<file path="config.mk">
export PLATFORM = sky130hd
export DESIGN_NAME = eight_three_encoder_seq
export DESIGN_NICKNAME = d
export VERILOG_FILES = /design/src/rtl/eight_three_encoder_seq.sv
export SDC_FILE = /design/constraint.sdc
export NUM_CORES = 1
export LEC_CHECK = 0
export BUFFER_PORTS_ARGS = -buffer_cell sky130_fd_sc_hd__buf_2
export CAP_MARGIN = 20
export CORE_UTILIZATION = 44
export DETAILED_ROUTE_END_ITERATION = 10
export PLACE_DENSITY = 0.72
export SETUP_SLACK_MARGIN = 0.1
export SLEW_MARGIN = 20
export SYNTH_ARGS = -nofsm -noshare
export SYNTH_HDL_FRONTEND = slang
export SYNTH_SLANG_ARGS = --single-unit
</file>
<file path="constraint.sdc">
create_clock -name clk -period 1.95 [get_ports clk]
set_clock_uncertainty 0.2 [all_clocks]
set_input_delay 0.39 -clock clk [delete_from_list [all_inputs] [get_ports clk]]
set_output_delay 0.39 -clock clk [all_outputs]
set_load 0.01 [all_outputs]
</file>
<file path="src/rtl/eight_three_encoder_seq.sv">
// Sequential 8-to-3 encoder: accepts a request vector and emits the index of each set bit in priority order.
// Optional feature macro ENC_POPCOUNT_EN adds the bit_count and zero_req outputs.
module eight_three_encoder_seq #(
  parameter int HIGH_FIRST = 1,
  parameter int IN_W       = 8,
  parameter int CODE_W     = 3
) (
  input  logic              clk,
  input  logic              rst_n,
  input  logic              En,
  input  logic              req_valid,
  output logic              req_ready,
  input  logic [IN_W-1:0]   X,
  output logic              code_valid,
  input  logic              code_ready,
  output logic [CODE_W-1:0] O,
  output logic              code_last,
  output logic              busy
`ifdef ENC_POPCOUNT_EN
  ,
  output logic [3:0]        bit_count,
  output logic              zero_req
`endif
);

  localparam logic [0:0] ST_IDLE = 1'b0;
  localparam logic [0:0] ST_EMIT = 1'b1;

  logic [0:0]        state_q, state_d;
  logic [IN_W-1:0]   pending_q, pending_d;
  logic              rst_done_q, rst_done_d;
  logic [CODE_W-1:0] idx;
  logic              one_left;
  logic              accept;

  // Priority pick: the last match written wins, so the scan direction sets the priority.
  always_comb begin
    // NOTE: every combinational output gets a default first so no latch is inferred.
    idx = '0;
    if (HIGH_FIRST != 0) begin
      for (int i = 0; i < IN_W; i++)
        if (pending_q[i]) idx = i[CODE_W-1:0];
    end else begin
      for (int i = IN_W - 1; i >= 0; i--)
        if (pending_q[i]) idx = i[CODE_W-1:0];
    end
  end

  assign one_left   = (pending_q != '0) &&
                      ((pending_q & (pending_q - IN_W'(1))) == '0);
  assign busy       = (state_q == ST_EMIT);
  assign code_valid = busy;
  assign O          = idx;
  assign code_last  = busy && one_left;
  // req_ready stays low until the first edge after reset release.
  assign req_ready  = rst_done_q && !busy && En;
  assign accept     = req_valid && req_ready;

  always_comb begin
    state_d    = state_q;
    pending_d  = pending_q;
    rst_done_d = 1'b1;
    case (state_q)
      ST_IDLE: begin
        if (accept && (X != '0)) begin
          pending_d = X;
          state_d   = ST_EMIT;
        end
      end
      ST_EMIT: begin
        if (code_ready) begin
          pending_d[idx] = 1'b0;
          if (one_left) state_d = ST_IDLE;
        end
      end
      default: state_d = ST_IDLE;
    endcase
  end

  always_ff @(posedge clk or negedge rst_n) begin
    if (!rst_n) begin
      state_q    <= ST_IDLE;
      pending_q  <= '0;
      rst_done_q <= 1'b0;
    end else begin
      // NOTE: sequential state uses non-blocking assignments so every flop samples pre-edge values.
      state_q    <= state_d;
      pending_q  <= pending_d;
      rst_done_q <= rst_done_d;
    end
  end

`ifdef ENC_POPCOUNT_EN
  logic [3:0] bit_count_q, bit_count_d;
  logic       zero_req_q, zero_req_d;
  logic [3:0] ones;

  always_comb begin
    ones = 4'd0;
    for (int i = 0; i < IN_W; i++)
      ones = ones + {3'b000, X[i]};
    bit_count_d = bit_count_q;
    zero_req_d  = 1'b0;
    if (accept && (state_q == ST_IDLE)) begin
      if (X != '0) bit_count_d = ones;
      else         zero_req_d  = 1'b1;
    end
  end

  always_ff @(posedge clk or negedge rst_n) begin
    if (!rst_n) begin
      bit_count_q <= 4'd0;
      zero_req_q  <= 1'b0;
    end else begin
      bit_count_q <= bit_count_d;
      zero_req_q  <= zero_req_d;
    end
  end

  assign bit_count = bit_count_q;
  assign zero_req  = zero_req_q;
`endif

endmodule

</file>
==> impl_metrics.env, run 1 <==
export IMPL_setup_tns_ns=-1.07
export IMPL_io_pins=20
export IMPL_drtPass1Iterations=4
export IMPL_die_h_um=41.4
export IMPL_drc_errors=0
export IMPL_wl_per_cell_um=19.0
export IMPL_grt_pass1_vias=870
export IMPL_routabilityCongestion=0.916
export IMPL_place_inst=126
export IMPL_root_buffer="clkbuf_4"
export IMPL_cp_data_arrival_time_ns=1.93
export IMPL_ys_ff_latch=10
export IMPL_worst_slack_ns=-0.567
export IMPL_synth_common_cells="11 x nor2_1, 10 x dfrtp_1, 6 x o22ai_1"
export IMPL_synth_net_count=88
export IMPL_antenna_found_initial=0
export IMPL_place_ws_ns=-0.258
export IMPL_slew_violations=0
export IMPL_synth_most_common_cell="nor2_1"
export IMPL_drive_gt1_share_pct=60.0
export IMPL_yosys_top_cells_area="dfrtp_1 37%, a2111oi_4 8.0%, nor2_1 6.0%, o22ai_1 5.5%, a22o_1 5.1%"
export IMPL_nFillCells=81
export IMPL_num_antenna_cells=0
export IMPL_cp_start_kind="flop"
export IMPL_ys_warn_count=0
export IMPL_grt_use_total_pct=29.6
export IMPL_grt_pass1_wl_um=3930
export IMPL_p_leak_nw=0.534
export IMPL_finalPower_mw=2.09
export IMPL_grt_max_degree=13
export IMPL_clock_latency_ns=0.28
export IMPL_cts_buffer_depth=2
export IMPL_crit_path_end_kind="primary output"
export IMPL_r2r_slack_ns=-0.10
export IMPL_ys_types=30
export IMPL_syn_inst=75
export IMPL_numCtsBuffers=3
export IMPL_synth_top_area_share_pct=36.6
export IMPL_start_util_pct=50.1
export IMPL_port_buffer_count=19
export IMPL_dr_total_vias=848
export IMPL_ant_nets=0
export IMPL_status="complete, but fails checks"
export IMPL_clock_sinks=10
export IMPL_period_share_pct=129
export IMPL_final_area_um2=1150
export IMPL_yosys_most_used_dff="dfrtp_1"
export IMPL_grt_overflow_total=0
export IMPL_fmax_mhz=397
export IMPL_peakVddDrop_mv=1.14
export IMPL_syn_area_um2=684
export IMPL_period_needed_ns=2.52
export IMPL_htree_levels=1
export IMPL_yosys_area_top_type="dfrtp_1"
export IMPL_rsz0062_at_grt="yes"
export IMPL_hold_viol_final=0
export IMPL_crit_required_ns=1.36
export IMPL_synth_edf_count=0
export IMPL_placed_cell_area_um2=941
export IMPL_vias_per_cell=6.28
export IMPL_hold_slack_ns=0.149
export IMPL_violations="setup timing"
export IMPL_hold_class="primary input to flop"
export IMPL_dieArea_um2=1720
export IMPL_coreArea_um2=1370
export IMPL_place_hpwl_um=1460
export IMPL_die_x_um=41.4
export IMPL_num_rows=13
export IMPL_drt_iter0_markers=30
export IMPL_maxCapViolCount=0
export IMPL_wl_um=2560
export IMPL_cts_clk_slew_worst_paths_ns=0.08
export IMPL_synthArstFlopShare_pct=100
export IMPL_cts_tree="done"
export IMPL_synth_seq_area_share_pct=36.6
export IMPL_worst_path_max_fanout=2
export IMPL_finish_utilization_pct=84.0
export IMPL_crit_type="flop to primary output"
export IMPL_area_growth_pct=67.6
export IMPL_layout_nets=134
export IMPL_setup_violations=4
export IMPL_powerDensity_nw_per_um2=1820
export IMPL_syn_avg_cell_area_um2=9.13
export IMPL_instances_no_fill=135
==> flip-flops by register name, summed over array words and instances (netlist names) <==
name	count
pending_q	8
rst_done_q	1
busy	1
==> path summary, 6_finish.rpt <==
path / from / endpoint / cells after the start
worst min register to register: pending_q[6]$_DFFE_PN0P_ / pending_q[6]$_DFFE_PN0P_ / 2
worst min-delay path: X[7] / pending_q[7]$_DFFE_PN0P_ / 3
worst max register to register: pending_q[5]$_DFFE_PN0P_ / busy$_DFF_PN0_ / 5
worst max-delay path: pending_q[6]$_DFFE_PN0P_ / code_last / 5
max in group asynchronous: rst_n / pending_q[5]$_DFFE_PN0P_ / 2
min in group asynchronous: rst_n / pending_q[6]$_DFFE_PN0P_ / 2
==> final cells by class <==
class / instances / area [µm²] / area share, %
flip-flops and latches: 10 / 251 / 21.9
multi-input cells: 54 / 493 / 43.0
clock buffers: 4 / 36.3 / 3.16
repair buffers: 47 / 329 / 28.7
inverters: 5 / 18.8 / 1.64
well taps: 15 / 18.8 / 1.64
==> what timing repair did <==
action                     CTS  global route
hold endpoints to repair    10             0
gates cloned                 0             0
pin swaps                    7             4
setup endpoints to repair    5             7
setup buffers                2             3
hold buffers                 1             0
resized for setup           15            12
==> per-layer routing <==
layer	share of wire, %	global-route usage [%]
met1	42	34.6
met2	45	48.1
met3	7.8	10.9
met4	5.4	12.9
met5	0	0
==> kinds of logic (layout without fill, tap and decap cells) <==
family	Yosys count	in the layout	share of synthesized area (%)
AOI/OAI and AO/OA	28	28	37.1
buffers and inverters	11	56	7.86
and+or+nand+nor	25	25	17.9
DFF	10	10	36.6
other	1	1	0.548
==> cells in the final DEF (no fill, tap or decap), types with 2 or more instances in the layout <==
cell type and count:
nor2_2 2, clkbuf_4 3, nor2_4 2, or4_4 2, a2111oi_4 2, dfrtp_1 9, nor4_2 2, nor2_1 7
nand2_1 4, buf_4 24, inv_1 5, o22ai_1 6, o21ai_0 2, buf_2 18, buf_6 3, a22o_1 4
==> report_power, final <==
group	leakage, nW	switching, mW	internal [mW]	total, mW
clock network	0.0210	0.0869	0.114	0.201
logic	0.385	0.777	0.753	1.53
registers	0.127	0.0728	0.290	0.363
total	0.534	0.937	1.16	2.09
==> worst max-delay path, cell delays in order, from the launching register on <==
cell	delay, ns
dfrtp_1	0.40
or4_4	0.54
o311a_1	0.31
o221ai_2	0.20
nor3_2	0.05
buf_2	0.14
Note: power is estimated with default switching activity, not from simulation.
==> inputs of run 2 (changes only) <==
--- a/config.mk
+++ b/config.mk
@@ -7,6 +7,7 @@
 export LEC_CHECK = 0
 export BUFFER_PORTS_ARGS = -buffer_cell sky130_fd_sc_hd__buf_2
 export CAP_MARGIN = 20
+export CORE_MARGIN = 3
 export CORE_UTILIZATION = 44
 export DETAILED_ROUTE_END_ITERATION = 10
 export PLACE_DENSITY = 0.72
==> run 2 against run 1 <==
Effect of this change: the run still ends with setup timing left; cell area decreased by 6.5%; clock power is 3% lower; first-iteration DRC count is 37% lower; clock-buffer cell count unchanged; global-route usage is 6.7 points lower; sequential share of layout area rose by 1.5 points; core utilization fell by 6.4 points; combinational power fell by 11%; largest cell class unchanged.
==> impl_metrics.env, run 2 (synthesis results as in run 1) <==
export IMPL_cts_buffer_depth=2
export IMPL_root_buffer="clkbuf_4"
export IMPL_crit_chain="or4_4 -> o311a_1 -> o221ai_2 -> nor3_2 -> buf_2"
export IMPL_grt_overflow_total=0
export IMPL_largest_register_ffs=8
export IMPL_numCtsBuffers=3
export IMPL_setup_violations=5
export IMPL_die_x_um=45.4
export IMPL_worst_pin_slew_ns=0.581
export IMPL_maxCapViolCount=0
export IMPL_rsz0062_at_grt="yes"
export IMPL_clock_latency_ns=0.27
export IMPL_grt_max_degree=14
export IMPL_crit_path_end_kind="primary output"
export IMPL_final_cell_mix="20 x buf_2, 19 x buf_4, 9 x nor2_1, 9 x dfrtp_1, 6 x o22ai_1"
export IMPL_grt_use_total_pct=22.9
export IMPL_drive_gt1_share_pct=57.3
export IMPL_place_ws_ns=-0.275
export IMPL_worstHoldStart="X[7]"
export IMPL_crit_required_ns=1.36
export IMPL_hold_viol_final=0
export IMPL_wl_per_cell_um=17.1
export IMPL_r2r_start="pending_q[6]$_DFFE_PN0P_"
export IMPL_wl_um=2260
export IMPL_grt_pass1_vias=742
export IMPL_powerDensity_nw_per_um2=1780
export IMPL_grt_pass1_wl_um=3370
export IMPL_io_pins=20
export IMPL_worst_slack_ns=-0.546
export IMPL_num_rows=13
export IMPL_final_area_um2=1070
export IMPL_coreArea_um2=1380
export IMPL_hold_slack_ns=0.156
export IMPL_slowest_stage="or4_4"
export IMPL_peakVddDrop_mv=1.03
export IMPL_drc_errors=0
export IMPL_dr_total_vias=783
export IMPL_num_antenna_cells=0
export IMPL_hold_class="primary input to flop"
export IMPL_slew_violations=0
export IMPL_placed_cell_area_um2=911
export IMPL_crit_buf_inv=1
export IMPL_period_needed_ns=2.50
export IMPL_final_common_cell="buf_2"
export IMPL_htree_levels=1
export IMPL_violations="setup timing"
export IMPL_startpoint="pending_q[6]$_DFFE_PN0P_"
export IMPL_start_util_pct=49.5
export IMPL_slowest_delay_ns=0.54
export IMPL_worst_path_max_fanout=2
export IMPL_layout_nets=131
export IMPL_area_growth_pct=56.7
export IMPL_largest_register="pending_q"
export IMPL_crit_family="simple AND/OR/NAND/NOR gates"
export IMPL_ant_nets=0
export IMPL_drtPass1Iterations=4
export IMPL_port_buffer_count=19
export IMPL_finish_utilization_pct=77.6
export IMPL_cp_data_arrival_time_ns=1.91
export IMPL_status="complete, but fails checks"
export IMPL_cts_tree="done"
export IMPL_cts_clk_slew_worst_paths_ns=0.07
export IMPL_die_h_um=45.4
export IMPL_max_slew_margin_pct=60.9
export IMPL_clock_sinks=10
export IMPL_antenna_found_initial=0
export IMPL_crit_type="flop to primary output"
export IMPL_routabilityCongestion=0.887
export IMPL_vias_per_cell=5.93
export IMPL_dieArea_um2=2060
export IMPL_cp_start_kind="flop"
export IMPL_period_share_pct=128
export IMPL_p_leak_nw=0.500
export IMPL_place_hpwl_um=1420
export IMPL_fmax_mhz=401
export IMPL_drt_iter0_markers=19
-- run 2: final cells by class --
| cell class | count | area [µm²] |
|---|---|---|
| Multi-Input combinational cell | 54 | 449 |
| Clock buffer | 4 | 36.3 |
| Timing Repair Buffer | 44 | 298 |
| Tap cell | 15 | 18.8 |
| Sequential cell | 10 | 251 |
| Inverter | 5 | 18.8 |
| Fill cell | 85 | 310 |
-- run 2: final timing paths --
check,cells past startpoint,slack [ns],to
setup / recovery,5,-0.55,code_last
hold / removal,3,0.16,pending_q[7]$_DFFE_PN0P_
setup reg to reg,7,-0.09,pending_q[2]$_DFFE_PN0P_
hold reg to reg,2,0.45,pending_q[6]$_DFFE_PN0P_
max in group asynchronous,2,1.03,pending_q[5]$_DFFE_PN0P_
min in group asynchronous,2,0.31,pending_q[0]$_DFFE_PN0P_
-- run 2: through the flow --
| stage | setup TNS [ns] | cells | power [mW] |
|---|---|---|---|
| floorplan | -0.342 | 75 | 1.06 |
| global placement | -1.08 | 122 | 1.40 |
| detailed placement | -1.74 | 122 | 1.42 |
| CTS | -1.01 | 130 | 1.82 |
| global route | -1.18 | 132 | 2.03 |
| finish | -0.967 | 132 | 1.91 |
-- run 2: what timing repair did --
| action | in CTS | in global routing |
|---|---|---|
| hold buffers | 1 | 0 |
| setup buffers | 3 | 3 |
| endpoints found under the hold margin | 10 | 0 |
| pin swaps | 5 | 5 |
| setup endpoints to repair | 9 | 13 |
| resized for setup | 12 | 9 |
-- run 2: where the power goes --
part           total (mW)  switching [mW]  internal [mW]
Clock               0.194          0.0803          0.114
Combinational        1.36           0.681          0.678
Sequential          0.359          0.0691          0.290
Total                1.91           0.831           1.08
-- run 2: tightest hold or removal path: stages --
cell and delay [ns]:
buf_2 0.09, nand2_1 0.04, o31ai_1 0.06
-- run 2: layer usage --
layer  track usage [%]  vias up  wire length [µm]
li1                  -      368                 -
met1              29.2      370               916
met2              37.0       38              1110
met3              4.35        7               171
met4              9.94        0                53
met5                 0        -                 0
